**config.mk**
```make
export PLATFORM = sky130hd
export DESIGN_NAME = peripheral_spram_wb_master
export DESIGN_NICKNAME = d
export VERILOG_FILES = /design/src/rtl/peripheral_spram_wb_master.sv
export SDC_FILE = /design/constraint.sdc
export NUM_CORES = 1
export LEC_CHECK = 0
export ABC_CLOCK_PERIOD_IN_PS = 6200
export CAP_MARGIN = 20
export CORE_MARGIN = 3
export CORE_UTILIZATION = 48
export DETAILED_ROUTE_END_ITERATION = 6
export MAX_ROUTING_LAYER = met4
export PLACE_DENSITY = 0.79
export SLEW_MARGIN = 25
export SYNTH_ARGS = -nofsm -noshare
export SYNTH_HDL_FRONTEND = slang
export SYNTH_SLANG_ARGS = --single-unit
```
**constraint.sdc**
```tcl
create_clock -name wb_clk_i -period 6.2 [get_ports wb_clk_i]
set_input_delay 1.24 -clock wb_clk_i [delete_from_list [all_inputs] [get_ports wb_clk_i]]
set_output_delay 1.24 -clock wb_clk_i [all_outputs]
set_load 0.05 [all_outputs]
```
**src/rtl/peripheral_spram_wb_master.sv**
```systemverilog
// peripheral_spram_wb_master
//
// Wishbone B3 master that turns a command stream (start byte address, beat
// count, direction) into linear incrementing accesses toward a single-port
// RAM slave. Write data is staged in an internal FIFO and the access only
// starts once the whole burst is buffered, so the bus never stalls on write
// data. Read data is forwarded beat by beat as acks return.
//
// Build option:
//   PERIPHERAL_SPRAM_WB_MASTER_BURST_EN defined   : one registered burst per
//     command, CTI 010 ... 111 (000 for single beats).
//   PERIPHERAL_SPRAM_WB_MASTER_BURST_EN undefined : every beat is a classic
//     cycle, CTI 000, with one idle bus cycle (GAP) between beats.
//
// Ports:
//   wb_clk_i, wb_rst_ni         clock, asynchronous active-low reset
//   cmd_valid_i/cmd_ready_o     command handshake (accepted only in IDLE)
//   cmd_we_i, cmd_adr_i, cmd_len_i  direction, start byte address, beats-1
//   wdat_valid_i/wdat_ready_o, wdat_i  write-data stream into the FIFO
//   rdat_valid_o, rdat_o        read-data stream, no backpressure
//   done_o, err_o               completion pulse and abort flag
//   wb_*                        Wishbone B3 master port

module peripheral_spram_wb_master #(
  parameter int AW        = 8,
  parameter int DW        = 32,
  parameter int MAX_BURST = 16,
  parameter int LW        = $clog2(MAX_BURST)
) (
  input  logic          wb_clk_i,
  input  logic          wb_rst_ni,

  input  logic          cmd_valid_i,
  output logic          cmd_ready_o,
  input  logic          cmd_we_i,
  input  logic [AW-1:0] cmd_adr_i,
  input  logic [LW-1:0] cmd_len_i,

  input  logic          wdat_valid_i,
  output logic          wdat_ready_o,
  input  logic [DW-1:0] wdat_i,

  output logic          rdat_valid_o,
  output logic [DW-1:0] rdat_o,

  output logic          done_o,
  output logic          err_o,

  output logic [AW-1:0] wb_adr_o,
  output logic [DW-1:0] wb_dat_o,
  output logic [3:0]    wb_sel_o,
  output logic          wb_we_o,
  output logic [1:0]    wb_bte_o,
  output logic [2:0]    wb_cti_o,
  output logic          wb_cyc_o,
  output logic          wb_stb_o,
  input  logic          wb_ack_i,
  input  logic          wb_err_i,
  input  logic [DW-1:0] wb_dat_i
);

  // state | meaning
  // ------+----------------------------------------------------------
  // IDLE  | ready for a command
  // FILL  | write command latched, waiting for len+1 words in the FIFO
  // XFER  | cyc/stb asserted, one beat per ack
  // GAP   | classic mode only: one idle bus cycle between beats

  localparam int CW = LW + 1;

  typedef enum logic [1:0] {
    S_IDLE = 2'd0,
    S_FILL = 2'd1,
    S_XFER = 2'd2,
    S_GAP  = 2'd3
  } state_t;

  state_t state_q, state_d;

  logic          we_q;
  logic [AW-1:0] adr_q;
  logic [LW-1:0] len_q;
  logic [LW-1:0] rem_q;
  logic          done_q;
  logic          err_q;

  logic [DW-1:0] fifo_mem [MAX_BURST];
  logic [LW-1:0] wr_ptr_q;
  logic [LW-1:0] rd_ptr_q;
  logic [CW-1:0] fifo_cnt_q;

  logic          cmd_take;
  logic          beat_ack;
  logic          beat_err;
  logic          fifo_full;
  logic          fifo_push;
  logic          fifo_pop;
  logic          fifo_flush;
  logic [LW-1:0] wr_idx;
  logic [CW-1:0] fill_need;
  logic          xfer;

  assign xfer      = (state_q == S_XFER);
  assign fill_need = CW'(len_q) + CW'(1);

  // ---------------------------------------------------------------
  // FSM
  // ---------------------------------------------------------------
  always_ff @(posedge wb_clk_i or negedge wb_rst_ni) begin
    if (!wb_rst_ni) begin
      state_q <= S_IDLE;
    end else begin
      state_q <= state_d;
    end
  end

  always_comb begin
    state_d  = state_q;
    cmd_take = 1'b0;
    beat_ack = 1'b0;
    beat_err = 1'b0;
    case (state_q)
      S_IDLE: begin
        if (cmd_valid_i) begin
          cmd_take = 1'b1;
          state_d  = cmd_we_i ? S_FILL : S_XFER;
        end
      end
      S_FILL: begin
        if (fifo_cnt_q >= fill_need) begin
          state_d = S_XFER;
        end
      end
      S_XFER: begin
        // err has priority over a simultaneous ack and counts no beat
        if (wb_err_i) begin
          beat_err = 1'b1;
          state_d  = S_IDLE;
        end else if (wb_ack_i) begin
          beat_ack = 1'b1;
          if (rem_q == '0) begin
            state_d = S_IDLE;
          end else begin
`ifdef PERIPHERAL_SPRAM_WB_MASTER_BURST_EN
            state_d = S_XFER;
`else
            state_d = S_GAP;
`endif
          end
        end
      end
      S_GAP: begin
        state_d = S_XFER;
      end
      default: begin
        state_d = S_IDLE;
      end
    endcase
  end

  // ---------------------------------------------------------------
  // Command / beat datapath
  // ---------------------------------------------------------------
  always_ff @(posedge wb_clk_i or negedge wb_rst_ni) begin
    if (!wb_rst_ni) begin
      we_q   <= 1'b0;
      adr_q  <= '0;
      len_q  <= '0;
      rem_q  <= '0;
      done_q <= 1'b0;
      err_q  <= 1'b0;
    end else begin
      if (cmd_take) begin
        we_q  <= cmd_we_i;
        adr_q <= cmd_adr_i & {{(AW-2){1'b1}}, 2'b00};
        len_q <= cmd_len_i;
        rem_q <= cmd_len_i;
      end else if (beat_ack) begin
        adr_q <= adr_q + AW'(4);
        rem_q <= rem_q - LW'(1);
      end
      done_q <= beat_err | (beat_ack & (rem_q == '0));
      err_q  <= beat_err;
    end
  end

  // ---------------------------------------------------------------
  // Write-data FIFO
  // ---------------------------------------------------------------
  assign fifo_full  = (fifo_cnt_q == CW'(MAX_BURST));
  assign fifo_push  = wdat_valid_i & ~fifo_full;
  assign fifo_pop   = beat_ack & we_q;
  assign fifo_flush = beat_err;
  // A word pushed in the flush cycle becomes the first entry of the
  // emptied FIFO rather than being lost.
  assign wr_idx     = fifo_flush ? '0 : wr_ptr_q;

  always_ff @(posedge wb_clk_i) begin
    if (fifo_push) begin
      fifo_mem[wr_idx] <= wdat_i;
    end
  end

  always_ff @(posedge wb_clk_i or negedge wb_rst_ni) begin
    if (!wb_rst_ni) begin
      wr_ptr_q   <= '0;
      rd_ptr_q   <= '0;
      fifo_cnt_q <= '0;
    end else if (fifo_flush) begin
      rd_ptr_q   <= '0;
      wr_ptr_q   <= fifo_push ? LW'(1) : '0;
      fifo_cnt_q <= fifo_push ? CW'(1) : '0;
    end else begin
      if (fifo_push) begin
        wr_ptr_q <= wr_ptr_q + LW'(1);
      end
      if (fifo_pop) begin
        rd_ptr_q <= rd_ptr_q + LW'(1);
      end
      case ({fifo_push, fifo_pop})
        2'b10:   fifo_cnt_q <= fifo_cnt_q + CW'(1);
        2'b01:   fifo_cnt_q <= fifo_cnt_q - CW'(1);
        default: fifo_cnt_q <= fifo_cnt_q;
      endcase
    end
  end

  // ---------------------------------------------------------------
  // Outputs
  // ---------------------------------------------------------------
  assign cmd_ready_o  = (state_q == S_IDLE);
  assign wdat_ready_o = ~fifo_full;

  assign wb_cyc_o = xfer;
  assign wb_stb_o = xfer;
  assign wb_we_o  = xfer & we_q;
  assign wb_adr_o = adr_q;
  assign wb_sel_o = 4'hF;
  assign wb_bte_o = 2'b00;
  assign wb_dat_o = (fifo_cnt_q != '0) ? fifo_mem[rd_ptr_q] : '0;

`ifdef PERIPHERAL_SPRAM_WB_MASTER_BURST_EN
  assign wb_cti_o = (xfer && (len_q != '0)) ?
                    ((rem_q != '0) ? 3'b010 : 3'b111) : 3'b000;
`else
  assign wb_cti_o = 3'b000;
`endif

  assign rdat_valid_o = wb_ack_i & wb_cyc_o & ~wb_we_o;
  assign rdat_o       = wb_dat_i;

  assign done_o = done_q;
  assign err_o  = err_q;

endmodule

```
Yosys cells after proc, flatten, opt, wreduce, memory -nomap -nowiden
Memories as Yosys holds them, arrays and structs flattened.
Cells that the tools add are included.
{ "word_totals": {"regBits": 34, "mem_count": 1, "mem_bits_rw": 512, "out_inout_bits": 89, "in_bits": 83} }
{ "classes": {"n_reduce_logical": 8, "n_mux": 30, "n_bitwise": 9, "n_addsub": 7, "magnitude_cmp": 1, "n_eq_ne": 9} }
{ "mem_list": {"columns": ["memory", "words", "width", "read_ports", "rd_clocked_by_memory_dff", "write_ports", "line_no", "rtl"], "rows": [
  ["fifo_mem", 16, 32, 1, 0, 1, "87", "logic [DW-1:0] fifo_mem [MAX_BURST];"]
]} }
{ "ops": {"columns": ["cell", "n"], "rows": [
  ["two-way mux 32 bit", 1],
  ["two-way mux 4 bit", 7],
  ["two-way mux 8 bit", 2],
  ["two-way mux 2 bit", 6],
  ["two-way mux 1 bit", 11],
  ["case mux 5 bit (2 select lines)", 1],
  ["adder 4 x 1 -> 4 bit, second input constant", 2],
  ["adder 8 x 3 -> 8 bit, second input constant", 1],
  ["case mux 2 bit (4 select lines)", 1],
  ["AND 1 bit", 6],
  ["== test 2 bit, second input constant", 3],
  ["nonzero test 2 bit", 3],
  ["adder 4 x 1 -> 5 bit, second input constant", 1],
  ["adder 5 x 1 -> 5 bit, second input constant", 1],
  ["== test 5 bit, second input constant", 1],
  [">= comparator 5 bit", 1],
  ["two-way mux 5 bit", 1],
  ["nonzero test 5 bit", 1],
  ["subtractor 5 x 1 -> 5 bit, second input constant", 1],
  ["== test 2 x 1 -> 1 bit, second input constant", 2],
  ["logical NOT 4 bit", 1],
  ["inequality test 2 bit, second input constant", 2],
  ["subtractor 4 x 1 -> 4 bit, second input constant", 1],
  ["inequality test 3 x 1 -> 1 bit, second input constant", 1],
  ["other kinds (5)", 6]
]} }

Depth between registers and ports, before layout
Gate-level depths: netlist of run 1.
{ "depth": {"word_depth": 7, "depth_mapped": 11, "depth_no_buf": 9} }

Worst setup path after synthesis of run 1
OpenSTA, ideal clock, no wires.
{ "synth_path": {"path_kind": "in2reg", "startpoint": "in wdat_valid_i", "endpoint": "mem fifo_mem[9][0] (enable)", "cell_stages": 4, "setup_slack_ps": 1617, "arrival_ps": 4122, "required_ps": 5739, "setup_time_ps": 461, "path_cell_list": "a21boi_2 -> buf_4 -> nand4b_1 -> nor3_1"} }
{ "synth_via": {"elab_chain_len": 3} }
{ "synth_rtl": {"columns": ["element", "line_no", "rtl"], "rows": [
  ["start, declared", "39", "input logic wdat_valid_i,"],
  ["AND 1 bit", "191", "assign fifo_push = wdat_valid_i & ~fifo_full;"],
  ["two-way mux 1 bit", "199", "if (fifo_push) begin"],
  ["two-way mux 1 bit (not written as such)", "200", "fifo_mem[wr_idx] <= wdat_i;"],
  ["end, declared", "87", null]
]} }
No other way between the ends.

Worst setup path in the final report of run 1
{ "layout_path": {"startpoint": "reg fifo_cnt_q[1]", "endpoint": "out wb_dat_o[27]"} }
{ "layout_via": {"elab_chain_len": 2} }
{ "layout_rtl": {"columns": ["element", "line_no", "rtl"], "rows": [
  ["start, declared", "90", "logic [CW-1:0] fifo_cnt_q;"],
  ["start signal, assigned", "212", "fifo_cnt_q <= fifo_push ? CW'(1) : '0;"],
  ["start signal, assigned", "221", "2'b10: fifo_cnt_q <= fifo_cnt_q + CW'(1);"],
  ["start signal, assigned", "222", "2'b01: fifo_cnt_q <= fifo_cnt_q - CW'(1);"],
  ["nonzero test 5 bit", "240", "assign wb_dat_o = (fifo_cnt_q != '0) ? fifo_mem[rd_ptr_q] : '0;"],
  ["two-way mux 32 bit", "240", null],
  ["end, declared", "50", "output logic [DW-1:0] wb_dat_o,"]
]} }
No other way between the ends.

==> metrics.md, run 1 <==
| Metric | Value |
|---|---|
| Unrepaired setup endpoints after global routing | false |
| PwrDens | between 400 and 500 mW/mm2 |
| Initial antenna violation count | 2 |
| P_leak | between 7 and 8 nW |
| Max frequency | about 200 MHz |
| Post-CTS Hold Buffers | 0 |
| Synthesized area | roughly 0.022 mm2 |
| Setup bufs post-CTS | 0 |
| Resize count post-CTS | 0 |
| Commonest cells after routing, fill and taps aside | 512 x edfxtp_1, 128 x mux4_2, 94 x clkdlybuf4s50_1 |
| Clock sinks | between 500 and 600 |
| GRT Total Usage | between 10% and 20% |
| Reported max-cap violation count | 0 |
| Worst Setup Path Type | reg2out |
| Worst-margin pin slew | between 0.9 and 1 ns |
| Worst R2R Setup Slack | between 2 and 3 ns |
| Setup crit start kind | register |
| Final max-slew violation count | 0 |
| Reg power frac | 43.1% |
| Outcome | complete, no violations |
| Worst hold stages | 1 |
| Reg-to-reg startpoint | fifo_cnt_q[1]$_DFFE_PN0P_ |
| Number of synthesized flops with an enable pin | a little over 500 |
| NetSw | 3.43 mW |
| Min Tclk post-route | approximately 5 ns |
| Grt total ovfl | 0 |
| Worst-path fanout max | 17 |
| Vias per cell | 5.90 |
| Final hold viol count | 0 |
| Avg WL per Cell | ~25 um |
| Die width | roughly 220 um |
| Synth unique cells | 48 |
| Share of cells above drive strength 1 | 21.8% |
| Most common cell after layout, fill and taps aside | edfxtp_1 |
| Fin crit share | around 80% |
| Die area | ~0.048 mm2 |
| Cells after Synth | roughly 1100 |
| Worst skew pair latency | 0.60 ns |
| Clk slew on worst S/H paths | 0.06 ns |
| Internal Pwr Total | 7.34 mW |
| Avg Inst Size Synth | 20.7 um2 |
| Worst slack, placed | around 1.6 ns |
| Comb pwr share | between 20% and 30% |
| Total negative setup slack | 0 ns |
| Placed cells | around 1700 |
| Starting DRT DRC Count | around 1200 |
| Worst reg-to-reg path cell count | 5 |
| Post-DP HPWL | ~25000 um |
| Share of total power in the clock network | between 20 and 30% |
| Starting Density | approximately half |
| Hold path start | len_q[3]$_DFFE_PN0P_ |
| Port bufs | between 90 and 100 |
| Fin cells | approximately 1800 |
| Routed wire length | 45200 um |
| First-pass GRT wire length | 68400 um |
| Endpoint, Worst Hold | len_q[3]$_DFFE_PN0P_ |
| FILL cells | 3269 |
| Relative slew slack | about two fifths |
| Largest net degree at the start of global routing | 70 |
| CP Capture Type | output pin |
| Hold WC Path Type | reg2reg |
| CTS tree | built |
| Worst endpoint data arrival time | between 3 and 4 ns |
| Layout area overhead | 14.3% |
| Number of synthesized register bits | approximately 540 |
| Root Buffer | clkbuf_16 |
| FF-to-FF End | fifo_mem[15][23]$_DFFE_PP_ |
| Final setup fails | 0 |
| Total power | about 11 mW |
| Number of global-route vias before repair | around 11000 |
| IR drop worst, VDD | roughly 0.3 mV |
| Worst setup margin | 1.22 ns |
| Floorplan row count | 77 |
| Core area | roughly 0.045 mm2 |
| Antenna viol nets, final | 0 |
| Ys async rst share | under 10% |
| Final #Nets | 1233 |
| Yosys warning count | 0 |
| Sequential area share after synthesis | 74.4% |
| CTS Buffer Depth | 3 |
| Gpl congestion | ~0.75 |
| Boundary Pins | 172 |
| Num CTS Buffers | between 50 and 60 |
| Clock Skews | ~0.027 ns |
| Die height | roughly 220 um |
| Layout Utilization | a little under three fifths |
| Worst Path Required | around 5.0 ns |
| Via count | around 10000 |
| Net switching fraction of the power | 31.9% |
| First-pass DRT Iterations | 5 |
| Top FF cell, synth | edfxtp_1 |
| DRC errors left | 0 |
| H-tree depth | 2 |
[cells by family (layout without fill, tap and decap cells)]
| family | after synthesis | after routing | share of synthesized area, % |
|---|---|---|---|
| flops | 544 | 544 | 74.4 |
| buf+inv | 110 | 230 | 3.30 |
| compound gates | 68 | 68 | 1.98 |
| simple gates | 94 | 94 | 2.23 |
| fa+ha+maj | 11 | 11 | 0.633 |
| xor+xnor | 19 | 19 | 0.765 |
| other cells | 2 | 15 | 0.0345 |
| mux | 202 | 202 | 16.7 |
[power groups by stage]
stage                     clock (mW)  combinational [mW]  sequential (mW)
after floorplan                    0                2.31             4.65
after global placement             0                3.09             4.70
after detailed placement           0                3.13             4.73
after CTS                       3.05                3.16             4.66
after global routing            3.19                3.34             4.68
final                           2.99                3.13             4.64
[sequential cells by signal, summed over array words and instances (netlist names)]
signal and cells:
fifo_mem 512, wb_adr_o 6, fifo_cnt_q 5, len_q 4, rd_ptr_q 4, rem_q 4
wr_ptr_q 4, state_q 2, done_o 1, err_o 1, we_q 1
[critical path, stage by stage (launching register included)]
cell and delay (ns):
dfrtp_1 0.50, nor4_4 0.40, a21o_1 0.78, buf_4 0.46, o22ai_1 0.22, clkdlybuf4s50_1 0.77
[cells in the mapped netlist, drive strengths merged, types with 9 or more instances]
| master | number | area (um2) |
|---|---|---|
| edfxtp | 512 | 15400 |
| mux4 | 128 | 2880 |
| buf | 83 | 617 |
| mux2i | 72 | 721 |
| dfrtp | 32 | 801 |
| o22ai | 32 | 200 |
| nor2 | 26 | 97.6 |
| nand2 | 25 | 93.8 |
| o21ai | 20 | 111 |
| clkbuf | 15 | 56.3 |
| inv | 12 | 45.0 |
| xor2 | 12 | 105 |
| ha | 11 | 138 |
| nor3 | 9 | 45.0 |
[final cells by class]
cell class                 count  area (um2)  area share, %
antenna                        4        10.0         0.0403
clock buffer                  60        1330           5.36
clock inverter                34         294           1.18
inverter                      12        45.0          0.181
multi-input combinational    405        4990           20.1
sequential                   544       16200           65.1
tap                          592         741           2.98
timing repair buffer         124        1250           5.02
[metal layers]
layer / part of all wire, % / vias up / GRT usage (%)
met3: 7.9 / 102 / 3.23
met4: 2.7 / 0 / 7.22
met2: 49 / 495 / 30.4
li1: - / 4431 / -
met5: 0 / - / -
met1: 40 / 5444 / 27.3
[metrics by stage]
| stage | hold WS [ns] | instance area [um2] |
|---|---|---|
| global placement | 0.545 | 23200 |
| detailed placement | 0.558 | 23200 |
| floorplan | 0.516 | 21800 |
| finish | 0.583 | 24900 |
| global route | 0.602 | 24800 |
| CTS | 0.579 | 24800 |
[worst max-delay path by stage]
stage,from,endpoint,slack (ns),depth (start not counted)
floorplan,wdat_valid_i,fifo_mem[9][0]$_DFFE_PP_,1.62,4
global placement,wdat_valid_i,fifo_mem[10][11]$_DFFE_PP_,1.72,5
detailed placement,wdat_valid_i,fifo_mem[15][16]$_DFFE_PP_,1.63,5
CTS,fifo_cnt_q[1]$_DFFE_PN0P_,wb_dat_o[27],1.19,5
global route,fifo_cnt_q[1]$_DFFE_PN0P_,wb_dat_o[27],1.05,5
finish,fifo_cnt_q[1]$_DFFE_PN0P_,wb_dat_o[27],1.22,5
Power figures use the tool's default switching activity.
==> run 2, diff against run 1 <==
--- a/config.mk
+++ b/config.mk
@@ -5,13 +5,13 @@
 export SDC_FILE = /design/constraint.sdc
 export NUM_CORES = 1
 export LEC_CHECK = 0
-export ABC_CLOCK_PERIOD_IN_PS = 6200
+export ABC_CLOCK_PERIOD_IN_PS = 4000
 export CAP_MARGIN = 20
 export CORE_MARGIN = 3
 export CORE_UTILIZATION = 48
 export DETAILED_ROUTE_END_ITERATION = 6
 export MAX_ROUTING_LAYER = met4
-export PLACE_DENSITY = 0.79
+export PLACE_DENSITY = 0.81
 export SLEW_MARGIN = 25
 export SYNTH_ARGS = -nofsm -noshare
 export SYNTH_HDL_FRONTEND = slang
==> constraint.sdc (replaced) <==
create_clock -name wb_clk_i -period 4 [get_ports wb_clk_i]
set_input_delay 0.8 -clock wb_clk_i [delete_from_list [all_inputs] [get_ports wb_clk_i]]
set_output_delay 0.8 -clock wb_clk_i [all_outputs]
set_load 0.05 [all_outputs]
==> run 2 against run 1 <==
  * Critical path depth did not move
  * Combinational power rose by 56%
  * Via count fell by 1.0%
  * Routed wire length fell by 0.87%
  * Die area did not move
  * Sequential cell count did not move
  * Largest power group unchanged
  * Critical endpoint is now wb_dat_o[25]
  * Largest cell class unchanged
  * Critical path type unchanged
  * Non-clock buffer count rose by 6
==> metrics.md, run 2 (synthesis gave the netlist of run 1 again) <==
| Metric | Value |
|---|---|
| Outcome | complete, no violations |
| Total power | 16.8 mW |
| Relative slew slack | ~56% |
| Reg with most FFs | fifo_mem |
| Unrepaired setup endpoints after global routing | false |
| Setup bufs post-CTS | 0 |
| Routed wire length | around 45000 um |
| Via count | roughly 10000 |
| Root Buffer | clkbuf_16 |
| Most used cell, CP | buf_4 |
| Worst Path Required | roughly 3.2 ns |
| Setup crit start kind | register |
| Vias per cell | around 5.8 |
| Hold WC Path Type | in2async |
| Die width | between 200 and 250 um |
| Fin crit share | 92.9% |
| Reported max-cap violation count | 0 |
| Worst endpoint data arrival time | 2.92 ns |
| Final hold viol count | 0 |
| Starting Density | around 50% |
| Crit path cell chain | or4_4, o21ai_4, buf_4, o22ai_1, buf_4 |
| Post-CTS Hold Buffers | 0 |
| Final max-slew violation count | 0 |
| CTS tree | built |
| Worst Setup Path Type | reg2out |
| Reg-to-reg startpoint | state_q[1]$_DFFE_PN0P_ |
| Floorplan row count | 77 |
| Die area | 0.0479 mm2 |
| Resize count post-CTS | 0 |
| CP Capture Type | output pin |
| Placed cells | ~1700 |
| Slowest library cell on the worst path | or4_4 |
| Worst-margin pin slew | between 0.6 and 0.7 ns |
| Gpl congestion | 0.748 |
| Port bufs | 94 |
| Number of global-route vias before repair | 11000 |
| P_leak | 7.76 nW |
| Initial antenna violation count | 1 |
| Crit-path max cell delay | between 0.6 and 0.7 ns |
| FF-to-FF End | fifo_mem[15][19]$_DFFE_PP_ |
| Die height | roughly 220 um |
| First-pass DRT Iterations | 5 |
| Boundary Pins | around 170 |
| Starting DRT DRC Count | ~880 |
| Avg WL per Cell | around 25 um |
| Layout area overhead | 14.9% |
| Total negative setup slack | 0 ns |
| Final setup fails | 0 |
| Number of flip-flops in the largest register | 512 |
| Clock Skews | between 0.02 and 0.025 ns |
| Worst-path fanout max | 12 |
| Most common cell after layout, fill and taps aside | edfxtp_1 |
| Core area | roughly 0.045 mm2 |
| Share of cells above drive strength 1 | between 20% and 30% |
| H-tree depth | 2 |
| PwrDens | ~670 mW/mm2 |
| Clk slew on worst S/H paths | approximately 0.07 ns |
| GRT Total Usage | between 10% and 20% |
| DRC errors left | 0 |
| Min Tclk post-route | about 3.7 ns |
| Fin cells | around 1800 |
| Worst reg-to-reg path cell count | 5 |
| Clock sinks | 544 |
| Final #Nets | about 1200 |
| Post-DP HPWL | 24400 um |
| Antenna viol nets, final | 0 |
| First-pass GRT wire length | 68200 um |
| CTS Buffer Depth | 3 |
| Num CTS Buffers | 52 |
| Grt total ovfl | 0 |
| Max frequency | about 270 MHz |
| Commonest cells after routing, fill and taps aside | 512 x edfxtp_1, 128 x mux4_2, 72 x mux2i_1 |
| Worst Setup SP | fifo_cnt_q[1]$_DFFE_PN0P_ |
| Largest net degree at the start of global routing | about 60 |
| Worst skew pair latency | ~0.6 ns |
| FILL cells | around 3200 |
| IR drop worst, VDD | about 0.51 mV |
| Worst R2R Setup Slack | approximately 1.2 ns |
[run 2: routing by layer]
metal	vias up	GRT usage (%)	part of all wire, %
met5	-	-	0
met4	0	7.11	2.9
met3	98	3.03	5.9
met2	380	32.1	52
met1	5433	25.4	40
li1	4454	-	-
[run 2: final cells by class]
type | instances | area (um2) | share of cell area, %
timing repair buffer | 130 | 1350 | 5.41
clock inverter | 27 | 285 | 1.14
multi-input combinational | 405 | 5010 | 20.1
antenna | 2 | 5.00 | 0.0200
tap | 592 | 741 | 2.96
clock buffer | 69 | 1370 | 5.46
inverter | 12 | 45.0 | 0.180
sequential | 544 | 16200 | 64.8
[run 2: worst max-delay path by stage]
stage,endpoint,slack (ns),cells past startpoint
global placement,fifo_mem[15][15]$_DFFE_PP_,0.44,5
global route,wb_dat_o[26],0.18,5
floorplan,fifo_mem[12][0]$_DFFE_PP_,0.29,6
detailed placement,fifo_mem[15][15]$_DFFE_PP_,0.39,5
finish,wb_dat_o[25],0.28,5
CTS,wb_dat_o[25],0.22,5
[run 2: power by group]
part,internal (mW),switching [mW]
Clock,2.68,2.07
Sequential,6.79,0.347
Combinational,1.96,2.92
Total,11.4,5.34
[run 2: critical path, delay by kind of cell (launching register included)]
kind            cells  cell delay [ns]
flops               1             0.49
simple gates        1             0.61
buf+inv             2             0.59
compound gates      2             0.64
[run 2: per-stage QoR]
step / setup slack, ns / instance area, um2 / hold WS [ns] / utilization (%)
floorplan: 0.286 / 21800 / 0.504 / -
global placement: 0.444 / 23300 / 0.551 / 52.4
detailed placement: 0.391 / 23300 / 0.562 / 52.4
CTS: 0.217 / 25000 / 0.578 / 56.1
global route: 0.177 / 25000 / 0.185 / 56.1
finish: 0.282 / 25000 / 0.163 / 56.1
